## src/rtl/riscv_zero_pkg.sv

```systemverilog
// -----------------------------------------------------------------------------
// riscv_zero_pkg
// Shared definitions for the RISC-V Zero decode stage:
//   - RV64I major opcode constants
//   - alu_op_e   : 4-bit ALU operation code driven to execute
//   - imm_type_e : immediate format selector for the immediate generator
//   - ctrl_t     : bundle of single-bit control flags carried by the stage
//   - alu_from_funct3 : funct3/inst[30] -> ALU op mapping for integer ops
// -----------------------------------------------------------------------------
package riscv_zero_pkg;

  localparam logic [6:0] OPC_LOAD      = 7'b0000011;
  localparam logic [6:0] OPC_MISC_MEM  = 7'b0001111;
  localparam logic [6:0] OPC_OP_IMM    = 7'b0010011;
  localparam logic [6:0] OPC_AUIPC     = 7'b0010111;
  localparam logic [6:0] OPC_OP_IMM_32 = 7'b0011011;
  localparam logic [6:0] OPC_STORE     = 7'b0100011;
  localparam logic [6:0] OPC_OP        = 7'b0110011;
  localparam logic [6:0] OPC_LUI       = 7'b0110111;
  localparam logic [6:0] OPC_OP_32     = 7'b0111011;
  localparam logic [6:0] OPC_BRANCH    = 7'b1100011;
  localparam logic [6:0] OPC_JALR      = 7'b1100111;
  localparam logic [6:0] OPC_JAL       = 7'b1101111;
  localparam logic [6:0] OPC_SYSTEM    = 7'b1110011;

  // funct7 value that selects SUB / SRA / SRAI(W) variants
  localparam logic [6:0] FUNCT7_ALT    = 7'b0100000;

  typedef enum logic [3:0] {
    ALU_ADD    = 4'd0,
    ALU_SUB    = 4'd1,
    ALU_SLL    = 4'd2,
    ALU_SLT    = 4'd3,
    ALU_SLTU   = 4'd4,
    ALU_XOR    = 4'd5,
    ALU_SRL    = 4'd6,
    ALU_SRA    = 4'd7,
    ALU_OR     = 4'd8,
    ALU_AND    = 4'd9,
    ALU_PASS_B = 4'd10
  } alu_op_e;

  typedef enum logic [2:0] {
    IMM_I = 3'd0,
    IMM_S = 3'd1,
    IMM_B = 3'd2,
    IMM_U = 3'd3,
    IMM_J = 3'd4
  } imm_type_e;

  typedef struct packed {
    logic alu_src_imm;
    logic reg_write;
    logic mem_read;
    logic mem_write;
    logic branch;
    logic jump;
    logic pc_rel;
    logic word_op;
    logic illegal;
  } ctrl_t;

  // Integer ALU op from funct3. inst[30] selects SRA over SRL for every
  // shift form, but only selects SUB for register-register adds (ADDI has
  // no subtract form, so inst[30] is immediate data there).
  function automatic alu_op_e alu_from_funct3(input logic [2:0] f3,
                                              input logic       bit30,
                                              input logic       is_reg);
    alu_op_e op;
    case (f3)
      3'b000:  op = (is_reg && bit30) ? ALU_SUB : ALU_ADD;
      3'b001:  op = ALU_SLL;
      3'b010:  op = ALU_SLT;
      3'b011:  op = ALU_SLTU;
      3'b100:  op = ALU_XOR;
      3'b101:  op = bit30 ? ALU_SRA : ALU_SRL;
      3'b110:  op = ALU_OR;
      3'b111:  op = ALU_AND;
      default: op = ALU_ADD;
    endcase
    return op;
  endfunction

endpackage

```

## src/rtl/riscv_zero_immgen.sv

```systemverilog
// -----------------------------------------------------------------------------
// riscv_zero_immgen
// Combinational immediate generator. Assembles the I/S/B/U/J immediate from
// the instruction word and sign-extends it from inst[31] to XLEN bits.
// Ports:
//   inst_i     [31:0]     instruction word
//   imm_type_i imm_type_e immediate format
//   imm_o      [XLEN-1:0] sign-extended immediate
// -----------------------------------------------------------------------------
module riscv_zero_immgen
  import riscv_zero_pkg::*;
#(
  parameter int unsigned XLEN = 64
) (
  input  logic [31:0]     inst_i,
  input  imm_type_e       imm_type_i,
  output logic [XLEN-1:0] imm_o
);

  // Format select; every format's sign bit is inst[31].
  always_comb begin
    imm_o = '0;
    case (imm_type_i)
      IMM_I: imm_o = {{(XLEN-12){inst_i[31]}}, inst_i[31:20]};
      IMM_S: imm_o = {{(XLEN-12){inst_i[31]}}, inst_i[31:25], inst_i[11:7]};
      IMM_B: imm_o = {{(XLEN-13){inst_i[31]}}, inst_i[31], inst_i[7],
                      inst_i[30:25], inst_i[11:8], 1'b0};
      IMM_U: imm_o = {{(XLEN-32){inst_i[31]}}, inst_i[31:12], 12'b0};
      IMM_J: imm_o = {{(XLEN-21){inst_i[31]}}, inst_i[31], inst_i[19:12],
                      inst_i[20], inst_i[30:21], 1'b0};
      default: imm_o = {{(XLEN-12){inst_i[31]}}, inst_i[31:20]};
    endcase
  end

endmodule

```

## src/rtl/riscv_zero_decode.sv

```systemverilog
// -----------------------------------------------------------------------------
// riscv_zero_decode
// RV64I decode stage of the RISC-V Zero pipeline, with a one-cycle registered
// output bundle for execute.
// Ports:
//   clk, reset_n          clock; synchronous active-low reset
//   pc_in, inst_in        PC and instruction word from fetch
//   in_valid              fetch bundle holds a real instruction
//   stall                 execute cannot accept; hold stage contents
//   flush                 kill the instruction held in this stage
//   in_ready              combinational !stall back to fetch
//   out_valid, pc_out     registered valid and PC
//   rd, rs1, rs2          raw register indices
//   imm                   sign-extended immediate
//   alu_op, funct3        ALU op code and raw funct3
//   alu_src_imm ... illegal  control flags
// Update priority on each posedge: reset > flush > stall > load.
// -----------------------------------------------------------------------------
module riscv_zero_decode
  import riscv_zero_pkg::*;
#(
  parameter int unsigned XLEN = 64
) (
  input  logic            clk,
  input  logic            reset_n,
  input  logic [XLEN-1:0] pc_in,
  input  logic [31:0]     inst_in,
  input  logic            in_valid,
  input  logic            stall,
  input  logic            flush,
  output logic            in_ready,
  output logic            out_valid,
  output logic [XLEN-1:0] pc_out,
  output logic [4:0]      rd,
  output logic [4:0]      rs1,
  output logic [4:0]      rs2,
  output logic [XLEN-1:0] imm,
  output logic [3:0]      alu_op,
  output logic [2:0]      funct3,
  output logic            alu_src_imm,
  output logic            reg_write,
  output logic            mem_read,
  output logic            mem_write,
  output logic            branch,
  output logic            jump,
  output logic            pc_rel,
  output logic            word_op,
  output logic            illegal
);

  // Instruction fields
  logic [6:0]      opcode_s;
  logic [2:0]      funct3_s;
  logic [6:0]      funct7_s;
  logic [4:0]      rd_s;

  // Decode results
  imm_type_e       imm_type_s;
  logic [XLEN-1:0] imm_s;
  alu_op_e         alu_op_s;
  ctrl_t           ctrl_raw_s;
  ctrl_t           ctrl_s;
  logic            bad_enc_s;
  logic            illegal_s;

  // Pipeline register
  logic            valid_q,  valid_d;
  logic [XLEN-1:0] pc_q,     pc_d;
  logic [4:0]      rd_q,     rd_d;
  logic [4:0]      rs1_q,    rs1_d;
  logic [4:0]      rs2_q,    rs2_d;
  logic [XLEN-1:0] imm_q,    imm_d;
  alu_op_e         alu_op_q, alu_op_d;
  logic [2:0]      funct3_q, funct3_d;
  ctrl_t           ctrl_q,   ctrl_d;

  assign opcode_s = inst_in[6:0];
  assign funct3_s = inst_in[14:12];
  assign funct7_s = inst_in[31:25];
  assign rd_s     = inst_in[11:7];

  riscv_zero_immgen #(
    .XLEN       (XLEN)
  ) u_immgen (
    .inst_i     (inst_in),
    .imm_type_i (imm_type_s),
    .imm_o      (imm_s)
  );

  // Opcode decode: control flags, ALU op, immediate format and encoding checks.
  // alu_src_imm marks every form whose ALU operand B is the immediate
  // (address generation for loads/stores and AUIPC included).
  always_comb begin
    ctrl_raw_s = '0;
    alu_op_s   = ALU_ADD;
    imm_type_s = IMM_I;
    bad_enc_s  = 1'b0;
    case (opcode_s)
      OPC_LUI: begin
        alu_op_s               = ALU_PASS_B;
        imm_type_s             = IMM_U;
        ctrl_raw_s.alu_src_imm = 1'b1;
        ctrl_raw_s.reg_write   = 1'b1;
      end
      OPC_AUIPC: begin
        alu_op_s               = ALU_ADD;
        imm_type_s             = IMM_U;
        ctrl_raw_s.alu_src_imm = 1'b1;
        ctrl_raw_s.reg_write   = 1'b1;
        ctrl_raw_s.pc_rel      = 1'b1;
      end
      OPC_JAL: begin
        imm_type_s           = IMM_J;
        ctrl_raw_s.jump      = 1'b1;
        ctrl_raw_s.reg_write = 1'b1;
      end
      OPC_JALR: begin
        imm_type_s             = IMM_I;
        ctrl_raw_s.jump        = 1'b1;
        ctrl_raw_s.reg_write   = 1'b1;
        ctrl_raw_s.alu_src_imm = 1'b1;
        bad_enc_s              = (funct3_s != 3'b000);
      end
      OPC_BRANCH: begin
        imm_type_s        = IMM_B;
        ctrl_raw_s.branch = 1'b1;
        // funct3 010/011 have no branch condition
        bad_enc_s         = (funct3_s == 3'b010) || (funct3_s == 3'b011);
      end
      OPC_LOAD: begin
        imm_type_s             = IMM_I;
        ctrl_raw_s.mem_read    = 1'b1;
        ctrl_raw_s.reg_write   = 1'b1;
        ctrl_raw_s.alu_src_imm = 1'b1;
        bad_enc_s              = (funct3_s == 3'b111);
      end
      OPC_STORE: begin
        imm_type_s             = IMM_S;
        ctrl_raw_s.mem_write   = 1'b1;
        ctrl_raw_s.alu_src_imm = 1'b1;
        // SB/SH/SW/SD only
        bad_enc_s              = funct3_s[2];
      end
      OPC_OP_IMM: begin
        imm_type_s             = IMM_I;
        ctrl_raw_s.alu_src_imm = 1'b1;
        ctrl_raw_s.reg_write   = 1'b1;
        alu_op_s               = alu_from_funct3(funct3_s, inst_in[30], 1'b0);
        // 6-bit shamt lives in inst[25:20]; inst[31:26] selects the shift kind
        if (funct3_s == 3'b001) begin
          bad_enc_s = (funct7_s[6:1] != 6'b000000);
        end else if (funct3_s == 3'b101) begin
          bad_enc_s = (funct7_s[6:1] != 6'b000000) &&
                      (funct7_s[6:1] != FUNCT7_ALT[6:1]);
        end else begin
          bad_enc_s = 1'b0;
        end
      end
      OPC_OP: begin
        ctrl_raw_s.reg_write = 1'b1;
        alu_op_s             = alu_from_funct3(funct3_s, inst_in[30], 1'b1);
        bad_enc_s = !((funct7_s == 7'b0000000) ||
                      ((funct7_s == FUNCT7_ALT) &&
                       ((funct3_s == 3'b000) || (funct3_s == 3'b101))));
      end
      OPC_OP_IMM_32: begin
        imm_type_s             = IMM_I;
        ctrl_raw_s.alu_src_imm = 1'b1;
        ctrl_raw_s.reg_write   = 1'b1;
        ctrl_raw_s.word_op     = 1'b1;
        alu_op_s               = alu_from_funct3(funct3_s, inst_in[30], 1'b0);
        // *W shifts take a 5-bit shamt, so the full funct7 (incl. inst[25]) is checked
        case (funct3_s)
          3'b000:  bad_enc_s = 1'b0;
          3'b001:  bad_enc_s = (funct7_s != 7'b0000000);
          3'b101:  bad_enc_s = (funct7_s != 7'b0000000) && (funct7_s != FUNCT7_ALT);
          default: bad_enc_s = 1'b1;
        endcase
      end
      OPC_OP_32: begin
        ctrl_raw_s.reg_write = 1'b1;
        ctrl_raw_s.word_op   = 1'b1;
        alu_op_s             = alu_from_funct3(funct3_s, inst_in[30], 1'b1);
        case (funct3_s)
          3'b000,
          3'b101:  bad_enc_s = (funct7_s != 7'b0000000) && (funct7_s != FUNCT7_ALT);
          3'b001:  bad_enc_s = (funct7_s != 7'b0000000);
          default: bad_enc_s = 1'b1;
        endcase
      end
      OPC_MISC_MEM: begin
        // FENCE only: a valid NOP with every flag clear
        bad_enc_s = (funct3_s != 3'b000);
      end
      OPC_SYSTEM: begin
        bad_enc_s = 1'b1;
      end
      default: begin
        bad_enc_s = 1'b1;
      end
    endcase
  end

  // The all-zero word and compressed encodings are rejected on top of opcode checks.
  assign illegal_s = bad_enc_s || (inst_in[1:0] != 2'b11) || (inst_in == 32'h0000_0000);

  // Legality gate: an illegal word carries only the illegal flag; writes to x0 are dropped.
  always_comb begin
    ctrl_s = ctrl_raw_s;
    if (illegal_s) begin
      ctrl_s         = '0;
      ctrl_s.illegal = 1'b1;
    end else begin
      ctrl_s.reg_write = ctrl_raw_s.reg_write && (rd_s != 5'd0);
    end
  end

  // Next-state selection for the stage register: flush beats stall beats load.
  always_comb begin
    valid_d  = valid_q;
    pc_d     = pc_q;
    rd_d     = rd_q;
    rs1_d    = rs1_q;
    rs2_d    = rs2_q;
    imm_d    = imm_q;
    alu_op_d = alu_op_q;
    funct3_d = funct3_q;
    ctrl_d   = ctrl_q;
    if (flush) begin
      valid_d = 1'b0;
      ctrl_d  = '0;
    end else if (stall) begin
      valid_d = valid_q;
    end else begin
      valid_d  = in_valid;
      pc_d     = pc_in;
      rd_d     = rd_s;
      rs1_d    = inst_in[19:15];
      rs2_d    = inst_in[24:20];
      imm_d    = imm_s;
      alu_op_d = alu_op_s;
      funct3_d = funct3_s;
      if (in_valid) begin
        ctrl_d = ctrl_s;
      end else begin
        ctrl_d = '0;
      end
    end
  end

  // Stage register with synchronous active-low reset.
  always_ff @(posedge clk) begin
    if (!reset_n) begin
      valid_q  <= 1'b0;
      pc_q     <= '0;
      rd_q     <= 5'd0;
      rs1_q    <= 5'd0;
      rs2_q    <= 5'd0;
      imm_q    <= '0;
      alu_op_q <= ALU_ADD;
      funct3_q <= 3'd0;
      ctrl_q   <= '0;
    end else begin
      valid_q  <= valid_d;
      pc_q     <= pc_d;
      rd_q     <= rd_d;
      rs1_q    <= rs1_d;
      rs2_q    <= rs2_d;
      imm_q    <= imm_d;
      alu_op_q <= alu_op_d;
      funct3_q <= funct3_d;
      ctrl_q   <= ctrl_d;
    end
  end

  assign in_ready    = !stall;
  assign out_valid   = valid_q;
  assign pc_out      = pc_q;
  assign rd          = rd_q;
  assign rs1         = rs1_q;
  assign rs2         = rs2_q;
  assign imm         = imm_q;
  assign alu_op      = alu_op_q;
  assign funct3      = funct3_q;
  assign alu_src_imm = ctrl_q.alu_src_imm;
  assign reg_write   = ctrl_q.reg_write;
  assign mem_read    = ctrl_q.mem_read;
  assign mem_write   = ctrl_q.mem_write;
  assign branch      = ctrl_q.branch;
  assign jump        = ctrl_q.jump;
  assign pc_rel      = ctrl_q.pc_rel;
  assign word_op     = ctrl_q.word_op;
  assign illegal     = ctrl_q.illegal;

endmodule

```

## config.mk

```make
export PLATFORM = sky130hd
export DESIGN_NAME = riscv_zero_decode
export DESIGN_NICKNAME = d
export VERILOG_FILES = /design/src/rtl/riscv_zero_pkg.sv /design/src/rtl/riscv_zero_immgen.sv /design/src/rtl/riscv_zero_decode.sv
export SDC_FILE = /design/constraint.sdc
export NUM_CORES = 1
export LEC_CHECK = 0
export CAP_MARGIN = 10
export CORE_MARGIN = 2
export CORE_UTILIZATION = 49
export CTS_CLUSTER_DIAMETER = 200
export CTS_CLUSTER_SIZE = 12
export DETAILED_ROUTE_END_ITERATION = 8
export PLACE_DENSITY = 0.95
export SLEW_MARGIN = 15
export SYNTH_ARGS = -nofsm -noshare
export SYNTH_HDL_FRONTEND = slang
export SYNTH_HIERARCHICAL = 1
export SYNTH_SLANG_ARGS = --single-unit
```

## constraint.sdc

```tcl
create_clock -name clk -period 4.9 [get_ports clk]
set_input_delay 0.735 -clock clk [delete_from_list [all_inputs] [get_ports clk]]
set_output_delay 0.735 -clock clk [all_outputs]
set_load 0.05 [all_outputs]
```

==> results.json <==
{
  "status": "finished, final reports clean",
  "switching_share": 0.276,
  "maxCapViolCount": 0,
  "crit_path_frequent_cell": "nand2_1",
  "diodes": 0,
  "final-hold-violation-count": 0,
  "grt_pass1_wl_um": 32400,
  "num_vias": 6663,
  "gp_congestion": 0.945,
  "critPathMaxStageDelay_ns": 0.82,
  "cp.arrival_ns": 3.98,
  "fp-row-count": 44,
  "post_cts_resized": 0,
  "internal-power_mw": 2.41,
  "synth-simple-area-share": 0.236,
  "clock_latency_ns": 0.41,
  "synthXorXnorAreaFrac": 0,
  "via_per_inst": 5.24,
  "use_met3": 0.0902,
  "grtUsageMet1": 0.315,
  "drtPass1Iterations": 6,
  "synth.avg_cell_area_um2": 8.01,
  "synth_compound_area_frac": 0.233,
  "rsz0062_at_grt": "false",
  "overflow": 0,
  "htreeDepth": 4,
  "crit_family": "simple AND/OR/NAND/NOR gates",
  "pwr-share-clk": 0.401,
  "crit_type": "primary input to flip-flop",
  "cts.sinks": 160,
  "crit_buf_inv": 2,
  "crit_chain": "clkdlybuf4s50_1 > nor4bb_1 > nand3_1 > nand2_1 > and3b_1 > buf_4 > nor3_4 > a211oi_1 > nand2_1 > a21boi_0",
  "sequentialPowerShare": 0.416,
  "synth_top_family_by_area": "simple AND/OR/NAND/NOR gates",
  "p_leak_nw": 3.66,
  "numCtsBuffers": 17,
  "die-height_um": 125,
  "start_util": 0.495,
  "synth_warnings": 6,
  "post-cts-setup-buffers": 0,
  "fin_setup_tns_ns": 0,
  "slew-limit-headroom": 0.351,
  "grt.busiest_layer": "met2",
  "ir_worst_vdd_v": 0.000234,
  "drt_wl_total_um": 20000,
  "area_delta_synth_final_pct": 42.1,
  "cts_tree": "done",
  "tightestPinTransition_ns": 0.973,
  "min_path_type": "flip-flop to flip-flop",
  "synth_mux_area_frac": 0.00440,
  "netlist_area_um2": 7120,
  "cts-root-buf": "clkbuf_16",
  "synth_cell_types": 53,
  "clk_path_buf_depth": 2,
  "cp.required_ns": 5.24,
  "antenna_left": 0,
  "fin_nets": 1176,
  "port_buffers": 261,
  "ys_ff_latch": 160,
  "finalSetupViolations": 0,
  "first_global_vias": 6333,
  "grt_max_degree": 121,
  "finalCritPeriodShare": 0.743,
  "setup_ws_ns": 1.26,
  "fmax_ghz": 0.275,
  "die_w_um": 125,
  "finClkSkew_ns": 0,
  "cpMaxStageDelayCell": "nor4bb_1",
  "yosysSeqAreaShare": 0.450,
  "postCtsHoldBufs": 0,
  "antenna_found_initial": 0,
  "powerDensity_nw_per_um2": 329,
  "p_comb_frac": 0.182,
  "post_drt_wl_per_cell_um": 15.7,
  "cp-end-kind": "flip-flop",
  "drtIter0Drc": 464,
  "place_ws_ns": 1.01,
  "core-area_um2": 14400,
  "critPathLaunchType": "primary input",
  "io_pins": 262,
  "cp_max_fo": 23,
  "track_usage": 0.257,
  "min_period_ns": 3.64,
  "hpwl_um": 13500,
  "yosys.area_share.adder": 0,
  "syn_inst": 888,
  "dieArea_um2": 15500,
  "grt_use_met2": 0.404,
  "drc": 0,
  "synth_fp_nets": 989,
  "p_sw_mw": 0.918,
  "clkTransAtPathRegs_ns": 0.06,
  "drive_gt1_frac": 0.0515,
  "drv_slew": 0
}
==> synth_stat cells, drive strengths merged <==
| cell type | number | area share |
|---|---|---|
| or3 | 3 | 0.0033 |
| nand3 | 7 | 0.0067 |
| or2 | 2 | 0.0018 |
| and3b | 5 | 0.0062 |
| a2bb2oi | 1 | 0.0012 |
| a22o | 3 | 0.0037 |
| a211oi | 9 | 0.0095 |
| o32ai | 1 | 0.0012 |
| nand2b | 8 | 0.0070 |
| nor4b | 1 | 0.0012 |
| or4 | 3 | 0.0037 |
| mux2 | 1 | 0.0016 |
| a211o | 1 | 0.0014 |
| o22a | 1 | 0.0012 |
| nor2 | 20 | 0.011 |
| o21ai | 16 | 0.011 |
| clkbuf | 55 | 0.029 |
| a21o | 11 | 0.012 |
| inv | 6 | 0.0032 |
| or3b | 1 | 0.0012 |
| nor2b | 11 | 0.010 |
| o21bai | 1 | 0.0011 |
| dfxtp | 160 | 0.45 |
| a21oi | 16 | 0.011 |
| o221ai | 1 | 0.0012 |
| nor3b | 1 | 0.0011 |
| o22ai | 10 | 0.0088 |
| nand4 | 1 | 0.00088 |
| nor4bb | 2 | 0.0028 |
| o21a | 1 | 0.0011 |
| a21boi | 148 | 0.16 |
| a221oi | 1 | 0.0012 |
| mux2i | 2 | 0.0028 |
| buf | 46 | 0.045 |
| nor3 | 6 | 0.0058 |
| a32oi | 3 | 0.0037 |
| nor4 | 1 | 0.00088 |
| o32a | 1 | 0.0014 |
| nand2 | 316 | 0.17 |
| o211ai | 1 | 0.0018 |
| and4bb | 3 | 0.0058 |
| o41ai | 1 | 0.0039 |
==> stage by stage <==
| step | instance area [um2] | power [mW] | utilization | hold WS (ns) | instances |
|---|---|---|---|---|---|
| final | 10100 | 3.33 | 0.704 | 0.452 | 1271 |
| after global placement | 9510 | 2.01 | 0.662 | 0.436 | 1240 |
| after global routing | 10100 | 3.46 | 0.704 | 0.467 | 1271 |
| after detailed placement | 9510 | 2.02 | 0.662 | 0.442 | 1240 |
| after CTS | 10100 | 3.36 | 0.704 | 0.450 | 1271 |
| after floorplan | 7120 | 1.79 | - | 0.660 | 888 |
==> cells by family after synthesis <==
kind of cell | after synthesis
buf+inv | 107
flops | 160
compound gates | 227
mux | 3
simple gates | 391
==> routing by layer <==
metal  part of all wire  wire, um
met2               0.46      9290
met4              0.032       640
met1               0.42      8500
met5                  0         0
met3              0.079      1580
==> area by class of cell <==
type	count	area (um2)
clock inverter	11	139
sequential	160	3200
fill	1106	4260
clock buffer	20	457
inverter	6	22.5
multi-input combinational	621	3380
tap	184	230
timing repair buffer	269	2680
==> path summary, 6_finish.rpt <==
path	slack, ns	from	endpoint	cells after the start
worst min-delay path	0.45	alu_src_imm	alu_src_imm	2
worst max-delay path	1.26	inst_in[3]	imm[13]	10
worst max register to register	4.19	rs2[3]	rs2[3]	2
worst min register to register	0.45	alu_src_imm	alu_src_imm	2
==> placed cells by master (no fill, tap or decap), types with 2 or more instances in the layout <==
master           count
and3b_1              5
clkinv_2             5
nand2b_1             8
dfxtp_1            160
mux2i_1              2
clkinvlp_4           2
nand3_1              6
clkbuf_8             2
a21boi_0           148
nor2b_1             10
bufinv_16            3
clkdlybuf4s50_1    259
o22ai_1             10
inv_1                6
nor4bb_1             2
a21o_1              11
a22o_1               3
nor2_1              19
a21oi_1             16
o21ai_0             15
and4bb_2             2
or3_1                2
nand2_1            316
a211oi_1             9
clkbuf_16           17
buf_4                8
or4_1                2
nor3_1               5
a32oi_1              3
==> registers in the layout, indices dropped and copies added (netlist names), 3 cells and up <==
name	cells
pc_out	64
rd	5
rs2	5
alu_op	4
imm	64
funct3	3
rs1	5
==> power by group through the flow <==
stage / clock, mW / combinational [mW] / sequential [mW]
final: 1.34 / 0.607 / 1.39
after global routing: 1.42 / 0.644 / 1.39
after CTS: 1.36 / 0.610 / 1.39
after detailed placement: 0 / 0.606 / 1.41
after global placement: 0 / 0.599 / 1.41
after floorplan: 0 / 0.180 / 1.61
==> worst reg2reg max path, cell delays in order, from the launching register on <==
cell and delay (ns):
dfxtp_1 0.38, nand2_1 0.06, a21boi_0 0.20
No activity file was read; power rests on OpenSTA's default activity.
